## src/rtl/argmax_frame_sequencer.sv

```systemverilog
// Framed argmax: per-beat lane argmax feeding a serial running-max over NUM_GROUPS beats.
// Optional max_value result port is enabled by defining ARGMAX_MAX_OUT_EN.
module argmax_frame_sequencer #(
    parameter int WIDTH      = 8,
    parameter int LANES      = 4,
    parameter int NUM_GROUPS = 4,
    parameter int IDX_WIDTH  = 4
) (
    input  logic                   clk,
    input  logic                   rst_n,
    input  logic                   flush,
    input  logic                   in_valid,
    output logic                   in_ready,
    input  logic [LANES*WIDTH-1:0] in_data,
    output logic                   out_valid,
    input  logic                   out_ready,
`ifdef ARGMAX_MAX_OUT_EN
    output logic [IDX_WIDTH-1:0]   argmax,
    output logic [WIDTH-1:0]       max_value
`else
    output logic [IDX_WIDTH-1:0]   argmax
`endif
);

    // Handshakes: a transfer happens on a rising edge where valid && ready are both high;
    // the producer holds data stable while valid is high and ready is low.

    typedef enum logic [1:0] {IDLE, ACCUM, DONE} state_t;

    localparam logic signed [WIDTH-1:0] MAX_RESET = {1'b1, {(WIDTH-1){1'b0}}};

    state_t                       state, state_d;
    logic [IDX_WIDTH-1:0]         group, group_d;
    logic signed [WIDTH-1:0]      run_max, run_max_d;
    logic [IDX_WIDTH-1:0]         run_idx, run_idx_d;
    logic signed [WIDTH-1:0]      lane_max;
    logic [IDX_WIDTH-1:0]         lane_idx;

    // Strict compare keeps the lowest lane on ties.
    always_comb begin
        lane_max = $signed(in_data[WIDTH-1:0]);
        lane_idx = '0;
        for (int k = 1; k < LANES; k++) begin
            if ($signed(in_data[k*WIDTH +: WIDTH]) > lane_max) begin
                lane_max = $signed(in_data[k*WIDTH +: WIDTH]);
                lane_idx = IDX_WIDTH'(k);
            end
        end
    end

    always_ff @(posedge clk or negedge rst_n) begin
        if (!rst_n) begin
            state   <= IDLE;
            group   <= '0;
            run_max <= MAX_RESET;
            run_idx <= '0;
        end else begin
            state   <= state_d;
            group   <= group_d;
            run_max <= run_max_d;
            run_idx <= run_idx_d;
        end
    end

    always_comb begin
        state_d   = state;
        group_d   = group;
        run_max_d = run_max;
        run_idx_d = run_idx;
        case (state)
            IDLE: begin
                if (in_valid) begin
                    run_max_d = lane_max;
                    run_idx_d = lane_idx;
                    group_d   = IDX_WIDTH'(1);
                    state_d   = (NUM_GROUPS == 1) ? DONE : ACCUM;
                end
            end
            ACCUM: begin
                if (in_valid) begin
                    // Ties across groups keep the earlier group.
                    if (lane_max > run_max) begin
                        run_max_d = lane_max;
                        run_idx_d = group * IDX_WIDTH'(LANES) + lane_idx;
                    end
                    group_d = group + IDX_WIDTH'(1);
                    if (group == IDX_WIDTH'(NUM_GROUPS - 1)) state_d = DONE;
                end
            end
            DONE: begin
                if (out_ready) begin
                    state_d = IDLE;
                    group_d = '0;
                end
            end
            default: state_d = IDLE;
        endcase
        if (flush) begin
            state_d   = IDLE;
            group_d   = '0;
            run_max_d = MAX_RESET;
            run_idx_d = '0;
        end
    end

    assign in_ready  = (state != DONE);
    assign out_valid = (state == DONE);
    assign argmax    = run_idx;

`ifdef ARGMAX_MAX_OUT_EN
    assign max_value = out_valid ? run_max : '0;
`endif

endmodule

```

## config.mk

```make
export PLATFORM = sky130hd
export DESIGN_NAME = argmax_frame_sequencer
export DESIGN_NICKNAME = d
export VERILOG_FILES = /design/src/rtl/argmax_frame_sequencer.sv
export SDC_FILE = /design/constraint.sdc
export NUM_CORES = 1
export LEC_CHECK = 0
export ABC_AREA = 0
export BUFFER_PORTS_ARGS = -buffer_cell sky130_fd_sc_hd__buf_2
export CAP_MARGIN = 10
export CORE_MARGIN = 10
export CORE_UTILIZATION = 55
export CTS_CLUSTER_SIZE = 30
export DETAILED_ROUTE_END_ITERATION = 7
export GPL_TIMING_DRIVEN = 1
export PLACE_DENSITY = 0.79
export SYNTH_ARGS = -nofsm -noshare
export SYNTH_HDL_FRONTEND = slang
export SYNTH_SLANG_ARGS = --single-unit
```

## constraint.sdc

```tcl
create_clock -name clk -period 4.2 [get_ports clk]
set_input_delay 0.63 -clock clk [delete_from_list [all_inputs] [get_ports clk]]
set_output_delay 0.63 -clock clk [all_outputs]
set_load 0.02 [all_outputs]
```

==> impl_results.md <==
- Hold WC Path Type: primary input to asynchronous set/reset pin
- CP required: 4330 ps
- Fin. Hold Viols: 0
- Max FO, Critical Path: 8
- First-pass GRT wire length: 12850 µm
- Internal Pwr Total: 0.8677 mW
- DRC: 0
- FF-to-FF path depth: 7
- H-tree Lvls: 1
- Failing checks: setup timing
- Synth Cell Area: 2342 µm²
- Overall power: 1.579 mW
- Ys async rst share: 1.000
- Synth Area in Adders: 0.1976
- Initial Util: 0.5772
- Max Slew Vio Count: 0
- Cell area after layout: 3605 µm²
- Area added between synthesis and finish: 53.90%
- Reg2reg setup slack: 1690 ps
- Clock root cell: clkbuf_8
- Seq/Total Area, Yosys: 0.1928
- Gate Count Post-Synth: 276
- TritonRoute pass-1 iters: 5
- Yosys reg bits: 18
- P_sw: 0.7116 mW
- Switching share of power: 0.4506
- Clk_skew: 1.825 ps
- Critical path startpoint: in_data[2]
- Post-synthesis simple-gate area fraction: 0.1715
- Clk buf depth: 2
- Synth Flop Type: dfrtp_1
- Area of placed instances: 3131 µm²
- Critical Path End: run_max[5]
- Worst path slowest cell: a221o_2
- 1st-iter DRT viols: 166
- Gate power share: 0.733
- Synth Warn #: 0
- CORE AREA: 4058 µm²
- Mux contribution to synthesized area: 0.03953
- Tmin final: 6359 ps
- Number of enable flip-flop cells after synthesis: 0
- Largest family of logic cells by synthesized area: compound AO/OA/AOI/OAI gates
- Layout cells sized above 1: 0.4948
- Worst hold margin: 289.9 ps
- Data arrival, critical path: 6490 ps
- PwrDens: 438.1 nW/µm²
- RR Startpoint: state[1]
- Wire length per cell after detailed routing: 19.39 µm
- Crit path buf inv count: 5
- CTS tree: done
- GRT Total Usage: 0.2115
- Clock power frac: 0.094
- Final worst slack: -2159 ps
- Die H: 85.26 µm
- Reg-to-reg critical path endpoint: run_max[5]
- Antenna-violating nets left: 0
- DR vias: 2709
- Yosys cell types: 57
- CP top delay family: compound AO/OA/AOI/OAI gates
- Seq pwr share: 0.173
- Die X: 85.26 µm
- Die area: 7269 µm²
- Core Rows: 23
- Largest net degree at the start of global routing: 19
- Number of global-route vias before repair: 2745
- IO Pins: 43
- Total congestion overflow: 0
- Port bufs: 42
- CP peak stage delay: 450 ps
- Clock sink count: 18
- Maximum vdd drop: 0.0002147 V
- Net Count, Synth: 350
- Leakage power: 1.645 nW
- Cell Count, Final, Fillers Out: 436
- Worst Max-Slew Pin Slew: 648.5 ps
- Final setup viols: 12
- Critical Path Start Type: primary input
- Compound-Gate Fraction of Synth Area: 0.3093
- Max_slew headroom: 0.5668
- Maxcap violations: 0
- Fin nets: 461
- CP endpoint kind: flop
- CP Class: primary input to flop
- Unrepaired setup endpoints after global routing: true
- Skew-Pair Late Insertion Delay: 270 ps
- Detailed Route WL: 8456 µm
- Ant. Diodes: 0
- # placed instances: 418
- Max Freq: 157.3 MHz
- Hpwl dp: 5417 µm
- Via density per instance: 6.213
- Cts bufs inserted: 3
- Antenna violations before repair: 0
- Post-route clock period utilization: 1.514
- Syn_area_per_cell: 8.486 µm²
- Xor/xnor share of the synthesized area: 0
- Status: finished with violations
- WP depth: 27
- Worst-path clk slew: 70 ps
- # hold bufs at CTS: 0
- Placer Congestion: 0.8594
==> kinds of logic after synthesis <==
family / count (synthesis)
buffers and inverters: 41
flip-flops: 18
multiplexers: 9
adder cells (fa/ha/maj): 37
AO/OA/AOI/OAI: 94
AND/OR/NAND/NOR: 77
==> power groups by stage <==
stage / Clock (mW) / Combinational, mW / Sequential, mW
floorplan: 0 / 0.608 / 0.274
CTS: 0.148 / 1.01 / 0.267
finish: 0.148 / 1.16 / 0.273
global route: 0.157 / 1.25 / 0.280
global placement: 0 / 0.865 / 0.265
detailed placement: 0 / 0.894 / 0.268
==> worst reg2reg max path, cell delays in order (launching register included) <==
cell,delay [ps]
dfrtp_1,400
inv_1,100
ha_1,220
nor2b_1,560
nand4b_1,260
a221o_2,450
a21oi_1,280
a311oi_2,100
==> state kept, by name (all words and copies together), names as in the netlist <==
register,flops
group,4
argmax,4
run_max,8
state,2
==> layout make-up <==
cell class / instances / area (µm²)
Timing Repair Buffer: 114 / 828.3
Clock buffer: 4 / 55.05
Tap cell: 50 / 62.56
Fill cell: 200 / 452.9
Inverter: 32 / 132.6
Multi-Input combinational cell: 218 / 2074
Sequential cell: 18 / 451.7
==> Yosys cell counts (all sizes together) (3+ instances only) <==
library cell / number / area share
a211oi: 4 / 0.015
a21oi: 16 / 0.034
a311oi: 7 / 0.029
buf: 5 / 0.019
clkbuf: 4 / 0.019
dfrtp: 17 / 0.18
ha: 37 / 0.20
inv: 32 / 0.051
mux2i: 7 / 0.030
nand2: 32 / 0.052
nand2b: 11 / 0.029
nand3: 5 / 0.011
nand3b: 3 / 0.0096
nand4: 4 / 0.011
nor2: 6 / 0.011
nor2b: 3 / 0.0080
o2111ai: 8 / 0.030
o211ai: 8 / 0.030
o21a: 9 / 0.029
o21ai: 20 / 0.043
o31ai: 3 / 0.0096
or3: 3 / 0.0085
==> stage by stage <==
step	TNS [ps]	utilization	setup slack (ps)
6_report	-24670	0.8884	-2159
5_1_grt	-28660	0.8884	-2450
4_1_cts	-20450	0.8458	-1736
3_5_place_dp	-26980	0.7715	-2301
3_3_place_gp	-25460	0.7715	-2173
2_1_floorplan	-23440	-	-2051
==> placed cells by master (no fill, tap or decap), drive strengths merged, types with 2 or more instances in the layout <==
master   instances
a2111oi          2
a211oi           4
a21o             2
a21oi           16
a221o            2
a311oi           7
a31oi            2
and2             2
buf            114
clkbuf           4
dfrtp           17
ha              37
inv             32
mux2             2
mux2i            7
nand2           32
nand2b          11
nand3            5
nand3b           3
nand4            4
nor2             7
nor2b            3
nor3             2
nor3b            2
o2111ai          8
o211ai           8
o21a             9
o21ai           20
o31ai            3
or3              3
==> what timing repair did <==
action,in CTS,in global routing
setup buffers,8,4
resized for setup,44,30
gates cloned,2,0
pin swaps,18,9
endpoints found under the setup margin,12,12
==> per-layer routing <==
metal | vias up | wire length (µm) | global-route usage | part of all wire
li1 | 1258 | - | - | -
met1 | 1291 | 3183 | 0.2309 | 0.38
met5 | - | 0 | 0 | 0
met2 | 136 | 4460 | 0.3849 | 0.53
met3 | 24 | 516 | 0.02964 | 0.061
met4 | 0 | 296 | 0.1078 | 0.035
==> worst min path at each step <==
stage	end	slack [ps]
floorplan	argmax[0]	330
global placement	argmax[2]	480
detailed placement	run_max[7]	480
CTS	argmax[2]	300
global route	run_max[3]	320
finish	run_max[3]	290
Power figures use the tool's default switching activity.
